$ cat src/rtl/insn_encoder_if.sv
// Request/response bus of the RV32I instruction encoder.
// The master drives requests and accepts words; the slave is the encoder.
interface insn_encoder_if #(
  parameter int unsigned DWIDTH = 32
);
  logic              in_valid;
  logic              in_ready;
  logic [6:0]        opcode;
  logic [4:0]        rd;
  logic [4:0]        rs1;
  logic [4:0]        rs2;
  logic [2:0]        funct3;
  logic [6:0]        funct7;
  logic [DWIDTH-1:0] imm;
  logic              out_valid;
  logic              out_ready;
  logic [DWIDTH-1:0] insn;
  logic              err;

  modport master (
    output in_valid, opcode, rd, rs1, rs2, funct3, funct7, imm, out_ready,
    input  in_ready, out_valid, insn, err
  );

  modport slave (
    input  in_valid, opcode, rd, rs1, rs2, funct3, funct7, imm, out_ready,
    output in_ready, out_valid, insn, err
  );
endinterface

$ cat src/rtl/insn_encoder.sv
// RV32I instruction encoder: packs opcode, register fields and a 32-bit
// immediate into an instruction word through a 2-stage valid/ready pipeline,
// counting output handshakes.
// Optional feature macro: IENC_RANGE_CHECK_EN -- flags out-of-range immediates
// and unknown opcodes; flagged requests emit a NOP with err set.
module insn_encoder #(
  parameter int unsigned DWIDTH    = 32,
  parameter int unsigned CNT_WIDTH = 32
) (
  input  logic                 clk_i,
  input  logic                 rst_ni,
  insn_encoder_if.slave        bus,
  output logic [CNT_WIDTH-1:0] enc_count_o
);

  localparam logic [6:0] OP_LUI    = 7'b0110111;
  localparam logic [6:0] OP_AUIPC  = 7'b0010111;
  localparam logic [6:0] OP_JAL    = 7'b1101111;
  localparam logic [6:0] OP_JALR   = 7'b1100111;
  localparam logic [6:0] OP_BRANCH = 7'b1100011;
  localparam logic [6:0] OP_LOAD   = 7'b0000011;
  localparam logic [6:0] OP_STORE  = 7'b0100011;
  localparam logic [6:0] OP_IMM    = 7'b0010011;
  localparam logic [6:0] OP_OP     = 7'b0110011;

  localparam logic [DWIDTH-1:0] NOP_WORD = DWIDTH'(32'h0000_0013);

  typedef enum logic [2:0] {
    FMT_R   = 3'd0,
    FMT_I   = 3'd1,
    FMT_ISH = 3'd2,
    FMT_S   = 3'd3,
    FMT_B   = 3'd4,
    FMT_U   = 3'd5,
    FMT_J   = 3'd6
  } fmt_e;

  typedef struct packed {
    fmt_e              fmt;
    logic [6:0]        op;
    logic [4:0]        rd;
    logic [4:0]        rs1;
    logic [4:0]        rs2;
    logic [2:0]        f3;
    logic [6:0]        f7;
    logic [DWIDTH-1:0] imm;
    logic              err;
  } s1_t;

  logic                 s1_v_q, s1_v_d;
  s1_t                  s1_q, s1_d;
  logic                 s2_v_q, s2_v_d;
  logic [DWIDTH-1:0]    insn_q, insn_d;
  logic                 err_q, err_d;
  logic [CNT_WIDTH-1:0] cnt_q, cnt_d;

  fmt_e                 fmt_c;
  logic                 err_c;
  s1_t                  req_c;
  logic [DWIDTH-1:0]    word_c;
  logic                 s2_ready_c;
  logic                 s1_ready_c;

  // A stage can load when empty or when its contents leave this cycle.
  assign s2_ready_c = !s2_v_q || bus.out_ready;
  assign s1_ready_c = !s1_v_q || s2_ready_c;

  assign bus.in_ready  = s1_ready_c;
  assign bus.out_valid = s2_v_q;
  assign bus.insn      = insn_q;
  assign bus.err       = err_q;
  assign enc_count_o   = cnt_q;

  // Classify the incoming request into an encoding format.
  always_comb begin
    fmt_c = FMT_R;
    case (bus.opcode)
      OP_LUI, OP_AUIPC:  fmt_c = FMT_U;
      OP_JAL:            fmt_c = FMT_J;
      OP_JALR, OP_LOAD:  fmt_c = FMT_I;
      OP_IMM:            fmt_c = (bus.funct3 == 3'b001 || bus.funct3 == 3'b101) ? FMT_ISH : FMT_I;
      OP_BRANCH:         fmt_c = FMT_B;
      OP_STORE:          fmt_c = FMT_S;
      default:           fmt_c = FMT_R;
    endcase
  end

`ifdef IENC_RANGE_CHECK_EN
  // Flag immediates that do not fit their field and opcodes we cannot encode.
  always_comb begin
    err_c = 1'b0;
    case (fmt_c)
      FMT_I, FMT_S: err_c = !((&bus.imm[31:11]) || !(|bus.imm[31:11]));
      FMT_B:        err_c = !((&bus.imm[31:12]) || !(|bus.imm[31:12])) || bus.imm[0];
      FMT_J:        err_c = !((&bus.imm[31:20]) || !(|bus.imm[31:20])) || bus.imm[0];
      FMT_U:        err_c = |bus.imm[11:0];
      FMT_ISH:      err_c = |bus.imm[31:5];
      default:      err_c = 1'b0;
    endcase
    if (!(bus.opcode inside {OP_LUI, OP_AUIPC, OP_JAL, OP_JALR, OP_BRANCH,
                             OP_LOAD, OP_STORE, OP_IMM, OP_OP})) begin
      err_c = 1'b1;
    end
  end
`else
  assign err_c = 1'b0;
`endif

  // Bundle the request for stage 1.
  always_comb begin
    req_c     = '0;
    req_c.fmt = fmt_c;
    req_c.op  = bus.opcode;
    req_c.rd  = bus.rd;
    req_c.rs1 = bus.rs1;
    req_c.rs2 = bus.rs2;
    req_c.f3  = bus.funct3;
    req_c.f7  = bus.funct7;
    req_c.imm = bus.imm;
    req_c.err = err_c;
  end

  // Assemble the instruction word from the stage-1 contents.
  always_comb begin
    word_c = {s1_q.f7, s1_q.rs2, s1_q.rs1, s1_q.f3, s1_q.rd, s1_q.op};
    case (s1_q.fmt)
      FMT_U:   word_c = {s1_q.imm[31:12], s1_q.rd, s1_q.op};
      FMT_J:   word_c = {s1_q.imm[20], s1_q.imm[10:1], s1_q.imm[11], s1_q.imm[19:12],
                         s1_q.rd, s1_q.op};
      FMT_I:   word_c = {s1_q.imm[11:0], s1_q.rs1, s1_q.f3, s1_q.rd, s1_q.op};
      FMT_ISH: word_c = {s1_q.f7, s1_q.imm[4:0], s1_q.rs1, s1_q.f3, s1_q.rd, s1_q.op};
      FMT_B:   word_c = {s1_q.imm[12], s1_q.imm[10:5], s1_q.rs2, s1_q.rs1, s1_q.f3,
                         s1_q.imm[4:1], s1_q.imm[11], s1_q.op};
      FMT_S:   word_c = {s1_q.imm[11:5], s1_q.rs2, s1_q.rs1, s1_q.f3, s1_q.imm[4:0], s1_q.op};
      default: word_c = {s1_q.f7, s1_q.rs2, s1_q.rs1, s1_q.f3, s1_q.rd, s1_q.op};
    endcase
    if (s1_q.err) begin
      word_c = NOP_WORD;
    end
  end

  // Next-state for both pipeline stages and the handshake counter.
  always_comb begin
    s1_v_d = s1_v_q;
    s1_d   = s1_q;
    s2_v_d = s2_v_q;
    insn_d = insn_q;
    err_d  = err_q;
    cnt_d  = cnt_q;
    if (s2_ready_c) begin
      s2_v_d = s1_v_q;
      if (s1_v_q) begin
        insn_d = word_c;
        err_d  = s1_q.err;
      end
    end
    if (s1_ready_c) begin
      s1_v_d = bus.in_valid;
      if (bus.in_valid) begin
        s1_d = req_c;
      end
    end
    if (s2_v_q && bus.out_ready) begin
      cnt_d = cnt_q + CNT_WIDTH'(1);
    end
  end

  // Pipeline and counter registers.
  always_ff @(posedge clk_i or negedge rst_ni) begin
    if (!rst_ni) begin
      s1_v_q <= 1'b0;
      s1_q   <= '0;
      s2_v_q <= 1'b0;
      insn_q <= '0;
      err_q  <= 1'b0;
      cnt_q  <= '0;
    end else begin
      s1_v_q <= s1_v_d;
      s1_q   <= s1_d;
      s2_v_q <= s2_v_d;
      insn_q <= insn_d;
      err_q  <= err_d;
      cnt_q  <= cnt_d;
    end
  end

endmodule

$ cat src/flat_wrapper.sv
// flat-port wrapper written by rule: the top's interface ports become plain ports
module insn_encoder_flat 
#(
  parameter int unsigned DWIDTH    = 32,
  parameter int unsigned CNT_WIDTH = 32
)
  (clk_i, rst_ni, enc_count_o, bus_in_valid, bus_opcode, bus_rd, bus_rs1, bus_rs2, bus_funct3, bus_funct7, bus_imm, bus_out_ready, bus_in_ready, bus_out_valid, bus_insn, bus_err);
  insn_encoder_if #(.DWIDTH(DWIDTH)) bus_i ();
  input  logic clk_i;
  input  logic rst_ni;
  output logic [CNT_WIDTH-1:0] enc_count_o;
  input wire logic [$bits(bus_i.in_valid)-1:0] bus_in_valid;
  input wire logic [$bits(bus_i.opcode)-1:0] bus_opcode;
  input wire logic [$bits(bus_i.rd)-1:0] bus_rd;
  input wire logic [$bits(bus_i.rs1)-1:0] bus_rs1;
  input wire logic [$bits(bus_i.rs2)-1:0] bus_rs2;
  input wire logic [$bits(bus_i.funct3)-1:0] bus_funct3;
  input wire logic [$bits(bus_i.funct7)-1:0] bus_funct7;
  input wire logic [$bits(bus_i.imm)-1:0] bus_imm;
  input wire logic [$bits(bus_i.out_ready)-1:0] bus_out_ready;
  output wire logic [$bits(bus_i.in_ready)-1:0] bus_in_ready;
  output wire logic [$bits(bus_i.out_valid)-1:0] bus_out_valid;
  output wire logic [$bits(bus_i.insn)-1:0] bus_insn;
  output wire logic [$bits(bus_i.err)-1:0] bus_err;
  assign bus_i.in_valid = bus_in_valid;
  assign bus_i.opcode = bus_opcode;
  assign bus_i.rd = bus_rd;
  assign bus_i.rs1 = bus_rs1;
  assign bus_i.rs2 = bus_rs2;
  assign bus_i.funct3 = bus_funct3;
  assign bus_i.funct7 = bus_funct7;
  assign bus_i.imm = bus_imm;
  assign bus_i.out_ready = bus_out_ready;
  assign bus_in_ready = bus_i.in_ready;
  assign bus_out_valid = bus_i.out_valid;
  assign bus_insn = bus_i.insn;
  assign bus_err = bus_i.err;
  insn_encoder #(.DWIDTH(DWIDTH), .CNT_WIDTH(CNT_WIDTH)) u_core (.clk_i(clk_i), .rst_ni(rst_ni), .bus(bus_i), .enc_count_o(enc_count_o));
endmodule
$ cat config.mk
export PLATFORM = sky130hd
export DESIGN_NAME = insn_encoder_flat
export DESIGN_NICKNAME = d
export VERILOG_FILES = /design/src/rtl/insn_encoder_if.sv /design/src/rtl/insn_encoder.sv /design/src/flat_wrapper.sv
export SDC_FILE = /design/constraint.sdc
export NUM_CORES = 1
export LEC_CHECK = 0
export ABC_AREA = 1
export BUFFER_PORTS_ARGS = -buffer_cell sky130_fd_sc_hd__buf_2
export CORE_MARGIN = 2
export CORE_UTILIZATION = 55
export DETAILED_ROUTE_END_ITERATION = 6
export PLACE_DENSITY = 0.91
export SYNTH_ARGS = -nofsm -noshare
export SYNTH_HDL_FRONTEND = slang
export SYNTH_SLANG_ARGS = --single-unit
$ cat constraint.sdc
create_clock -name clk_i -period 1.7 [get_ports clk_i]
set_input_delay 0.085 -clock clk_i [delete_from_list [all_inputs] [get_ports clk_i]]
set_output_delay 0.085 -clock clk_i [all_outputs]
set_load 0.05 [all_outputs]
# Word level (Yosys, flattened, before mapping)
# Index checks and enable logic that the tools add are counted.
totals:
  reg_bits: 133
  latch_bits: 0
  ramBits: 0
  romBits: 0
  inputBits: 68
  output_inout_bits: 67
  elab_cells: 42
  memories: 0
op_classes:
  add_sub_neg: 1
  multipliers: 0
  div: 0
  order_cmp: 0
  n_eq_ne: 16
  n_shift: 0
  muxes: 3
  bitwise: 0
  n_reduce_logical: 10
ops:
  columns: ["operator", "count"]
  rows:
  - ["$pmux W32 S6", 1]
  - ["$add A32 B1 Y32 const B", 1]
  - ["$eq A7 B7 Y1 const B", 3]
  - ["$pmux W3 S6", 1]
  - ["$eq A7 B5 Y1 const B", 2]
  - ["$eq A7 B6 Y1 const B", 2]
  - ["$eq A3 B3 Y1 const B", 4]
  - ["$eq A7 B2 Y1 const B", 1]
  - ["$eq A3 B1 Y1 const B", 2]
  - ["$eq A3 B2 Y1 const B", 2]
  - ["$reduce_and A2 Y1", 2]
  - ["$reduce_or A2 Y1", 2]
  - ["$logic_or A1 B1 Y1", 3]
  - ["$logic_not A1 Y1", 2]
  - ["$mux W2", 1]
  - ["$logic_and A1 B1 Y1", 1]

# Logic depth before layout (Yosys ltp)
depth:
  ltp_word: 4
  mapped_depth: 10

# Worst setup path after synthesis
# OpenSTA, ideal clock, no wires.
synth_path:
  kind: "reg-to-reg"
  from: "reg u_core.s2_v_q (netlist: u_core.bus.out_valid)"
  to: "reg u_core.s1_q[10] (netlist name)"
  setup_ns: 0.116
  arrival_ns: 1.787
  setup_slack_ns: -0.203
  stages_incl_launch_ff: 8
  n_path_buf: 2
  cell_sequence: "dfrtp_1 nand3_2 nand2_2 inv_2 buf_2 buf_4 nand2_1 nand2_1"
synth_between:
  elab_chain_cells: 4
synth_lines:
  columns: ["item", "line", "text"]
  rows:
  - ["start, declared", "insn_encoder.sv:52", "logic s2_v_q, s2_v_d;"]
  - ["start signal, assigned", "insn_encoder.sv:180", "s2_v_q <= s2_v_d;"]
  - ["$logic_not A1 Y1", "insn_encoder.sv:65", "assign s2_ready_c = !s2_v_q || bus.out_ready;"]
  - ["$logic_or A1 B1 Y1", "insn_encoder.sv:65", null]
  - ["$logic_or A1 B1 Y1", "insn_encoder.sv:66", "assign s1_ready_c = !s1_v_q || s2_ready_c;"]
  - ["via bus_in_ready", "flat_wrapper.sv:21", "output wire logic [$bits(bus_i.in_ready)-1:0] bus_in_ready;"]
  - ["$reduce_and A2 Y1 (no source line)", null, null]
  - ["end signal, assigned", "insn_encoder.sv:172", "s1_q <= '0;"]
  - ["end signal, assigned", "insn_encoder.sv:179", "s1_q <= s1_d;"]
  - ["end, declared", "insn_encoder.sv:51", "s1_t s1_q, s1_d;"]
# The timed path passes the listed nets, and every way through them passes these cells.
# A chain may end at the register's enable or synchronous reset.

# Worst setup path after layout
layout_path:
  from: "reg u_core.s1_q[65] (netlist name)"
  to: "reg u_core.insn_q[20] (netlist: u_core.bus.insn[20])"
layout_between:
  elab_chain_cells: 2
layout_lines:
  columns: ["item", "line", "text"]
  rows:
  - ["$eq A3 B2 Y1 (tied with other cells)", "insn_encoder.sv:126", "case (s1_q.fmt)"]
  - ["$pmux W32 S6 (*)", "insn_encoder.sv:126", null]
  - ["end signal, assigned", "insn_encoder.sv:181", "insn_q <= insn_d;"]
  - ["end, declared", "insn_encoder.sv:53", "logic [DWIDTH-1:0] insn_q, insn_d;"]
# Mark *: on every way between the ends. The rest lies on a longest branch, timed or not.

==> summary.md <==
| Metric | Value |
|---|---|
| Status | completed |
| YS warnings | 0 |
| Post-synth top cells | nand2_1 (361), dfrtp_1 (133), nor2_1 (57), inv_1 (46), nand3_1 (37) |
| Post-synth ARST share | 100% |
| WL final | just under 20000 um |
| Routability cong. | between 0.9 and 1 |
| DRT Pass-1 Iters | 5 |
| Mean Syn Cell Area | 7.91 um2 |
| Placed Area | around 7300 um2 |
| DIE AREA | roughly 13000 um2 |
| Worst-case clock buffer depth | 2 |
| Pin count of the biggest net entering global routing | approximately 70 |
| Post-synthesis adder-cell area fraction | less than 1% |
| CP delay by family, top | flip-flops |
| Initial antenna violation count | 1 |
| Vias/cell | approximately 5.5 |
| Final #Nets | between 1000 and 1500 |
| Synth Area in Compound Gates | under 10% |
| Fin crit share | a little over nine tenths |
| Drt wl/cell | roughly 16 um |
| Crit. End Element | flop |
| # DRC | 0 |
| Root buffer cell | clkbuf_16 |
| Clock-pin slew on the worst setup and hold paths | 60 ps |
| Worst slew margin | about two thirds |
| Worst-path cell chain | buf_4, xnor2_4, nand2_1, nand4_1, nand2_1, nand2_1 |
| Main combinational cell family by area after synthesis | simple AND/OR/NAND/NOR gates |
| Die X | approximately 110 um |
| Most frequent CP cell | nand2_1 |
| Crit Path Class | flop to flop |
| Layout cells sized above 1 | 21.9% |
| Worst Clk Skew | 9.70 ps |
| Boundary Pins | between 100 and 150 |
| Number of distinct library cells after synthesis | 33 |
| RSZ-0062 raised after global routing | no |
| Htree depth | 4 |
| Post-DP HPWL | roughly 12000 um |
| Worst Path Max Fanout | 12 |
| DR iter-0 viols | between 700 and 800 |
| Final setup viols | 0 |
| Slew Limit Fails | 0 |
| Pleak | 4.49 nW |
| Post-synth top area cell | dfrtp_1 |
| # Post-CTS Setup Buffers | 0 |
| CP startpoint kind | flop |
| Pwr per Cell Area | about 1300 nW/um2 |
| Worst Path Required | 2060 ps |
| Top cells by area, synth | dfrtp_1 (52%), nand2_1 (21%), nor2_1 (3.3%) |
| Vias in the first global route | about 6400 |
| Congestion Overflow GR | 0 |
| Mux share of post-synthesis cell area | 0% |
| P&R area growth vs syn | 33.4% |
| Post-synthesis simple-gate area fraction | around 34% |
| Total CTS buffers | 17 |
| Worst path bufs/invs | 1 |
| Cell area after synthesis | between 6000 and 7000 um2 |
| XOR/XNOR share of the synthesized area | 2.85% |
| CP max stage delay | ~490 ps |
| Filler Cells Inserted | between 700 and 800 |
| Port bufs | between 100 and 150 |
| Hold Fails Final Rpt | 0 |
| Synth Flop Type | dfrtp_1 |
| Initial core utilization | between 50% and 60% |
| Via count | approximately 6500 |
| Rows | 39 |
| Cells after Synth | 810 |
| Number of synthesized register bits | between 100 and 150 |
| Min cycle time layout | 1630 ps |
| Hold Crit Class | input pin to flop |
| Insertion delay to the later sink of the worst-skew pair | 420 ps |
| EDFF count, synth | 0 |
| Register area share after synthesis | roughly 52% |
| Total power | around 0.011 W |
| Worst Path Arrival | 1990 ps |
| Antenna-violating nets left | 0 |
| Final Instance Area | between 8000 and 9000 um2 |
| Peak VDD IR | between 0.001 and 0.0015 V |
| Overall Global Routing Usage | 32.0% |
| Core area | 11400 um2 |
| Post-synth top area share | roughly half |
| Fmax | ~610 MHz |
| Die height | 112 um |
| First-pass GRT wire length | ~31000 um |
| Max_cap viols | 0 |
| CTS tree | built |
| Clk sinks | between 100 and 150 |
| Syn_nets | around 880 |
| Slowest library cell on the worst path | dfrtp_2 |
| Top-count cell post-synth | nand2_1 |
| Worst-Margin Slew | roughly 500 ps |
per-stage QoR:
stage | TNS [ps] | hold WS (ps) | setup slack (ps) | util, % | std cells
CTS | 0 | 3.98 | 34.6 | 75.1 | 1172
global placement | 0 | 78.1 | 76.8 | 64.1 | 1077
floorplan | 0 | -211 | 17.9 | - | 810
detailed placement | -11.9 | 71.2 | -11.9 | 64.1 | 1077
global route | 0 | 20.4 | 6.12 | 75.2 | 1173
finish | 0 | 18.1 | 72.9 | 75.2 | 1173
cell type report:
class	instances	area, um2	share of cell area, %
Antenna cell	1	2.50	0.0293
Clock buffer	21	460	5.39
Clock inverter	11	149	1.74
Inverter	54	204	2.39
Multi-Input combinational cell	596	2720	31.8
Sequential cell	133	3330	39.0
Tap cell	143	179	2.09
Timing Repair Buffer	214	1500	17.6
where the power goes:
part | total (W) | internal, W | switching [W]
registers | 0.00419 | 0.00372 | 0.000469
clock network | 0.00377 | 0.00239 | 0.00138
logic | 0.00294 | 0.000788 | 0.00215
what timing repair did:
item,in CTS,in global routing
resized for setup,1,2
endpoints found under the setup margin,2,17
hold buffers,63,0
hold endpoints to repair,110,0
cells by family after synthesis:
group	Yosys count
flip-flops	133
AND/OR/NAND/NOR	513
other	1
adder cells (fa/ha/maj)	1
XOR/XNOR	20
buffers and inverters	81
AO/OA/AOI/OAI	61
placed cells by master (no fill, tap or decap), types with 5 or more instances in the layout:
master	synthesis	final
nor2_4	8	8
nor3_1	9	9
nand3_1	37	37
inv_2	7	7
nor2_2	6	6
buf_12	0	5
dfrtp_2	0	5
dfrtp_1	133	128
xnor2_1	7	7
nand2_1	361	361
buf_4	4	13
buf_2	12	132
nor2_1	57	57
inv_1	46	46
dlygate4sd3_1	0	63
xor2_1	12	12
a21oi_1	31	31
o21ai_0	22	22
nand4_1	15	15
nand2_2	8	8
clkbuf_16	0	17
state kept, by name, summed over array words and instances, names as in the netlist:
| register | cells |
|---|---|
| u_core.s1_v_q | 1 |
| u_core.enc_count_o | 32 |
| u_core.bus.out_valid | 1 |
| u_core.s1_q | 67 |
| u_core.bus.insn | 32 |
worst register-to-register path: stages (launching register included):
cell and delay [ps]:
dfrtp_2 490, buf_4 210, xnor2_4 380, nand2_1 130
nand4_1 160, nand2_1 110, nand2_1 80
worst paths after layout:
path                                 start                     to  slack, ps  cells past startpoint
max reg2reg                u_core.s1_q[65]    u_core.bus.insn[20]         70                      6
min in group asynchronous           rst_ni        u_core.s1_q[29]        180                      2
max                        u_core.s1_q[65]    u_core.bus.insn[20]         70                      6
max in group asynchronous           rst_ni  u_core.enc_count_o[0]        900                      3
min reg2reg                u_core.s1_q[63]     u_core.bus.insn[5]        470                      2
min                          bus_opcode[3]        u_core.s1_q[61]         20                      3
routing by layer:
metal | global-route usage, % | up-vias | part of all wire, %
li1 | - | 2949 | -
met1 | 37.5 | 3020 | 36
met2 | 55.7 | 418 | 51
met3 | 6.80 | 85 | 8.3
met4 | 15.8 | 0 | 4.4
met5 | 0 | - | 0
No activity file was read; power rests on OpenSTA's default activity.
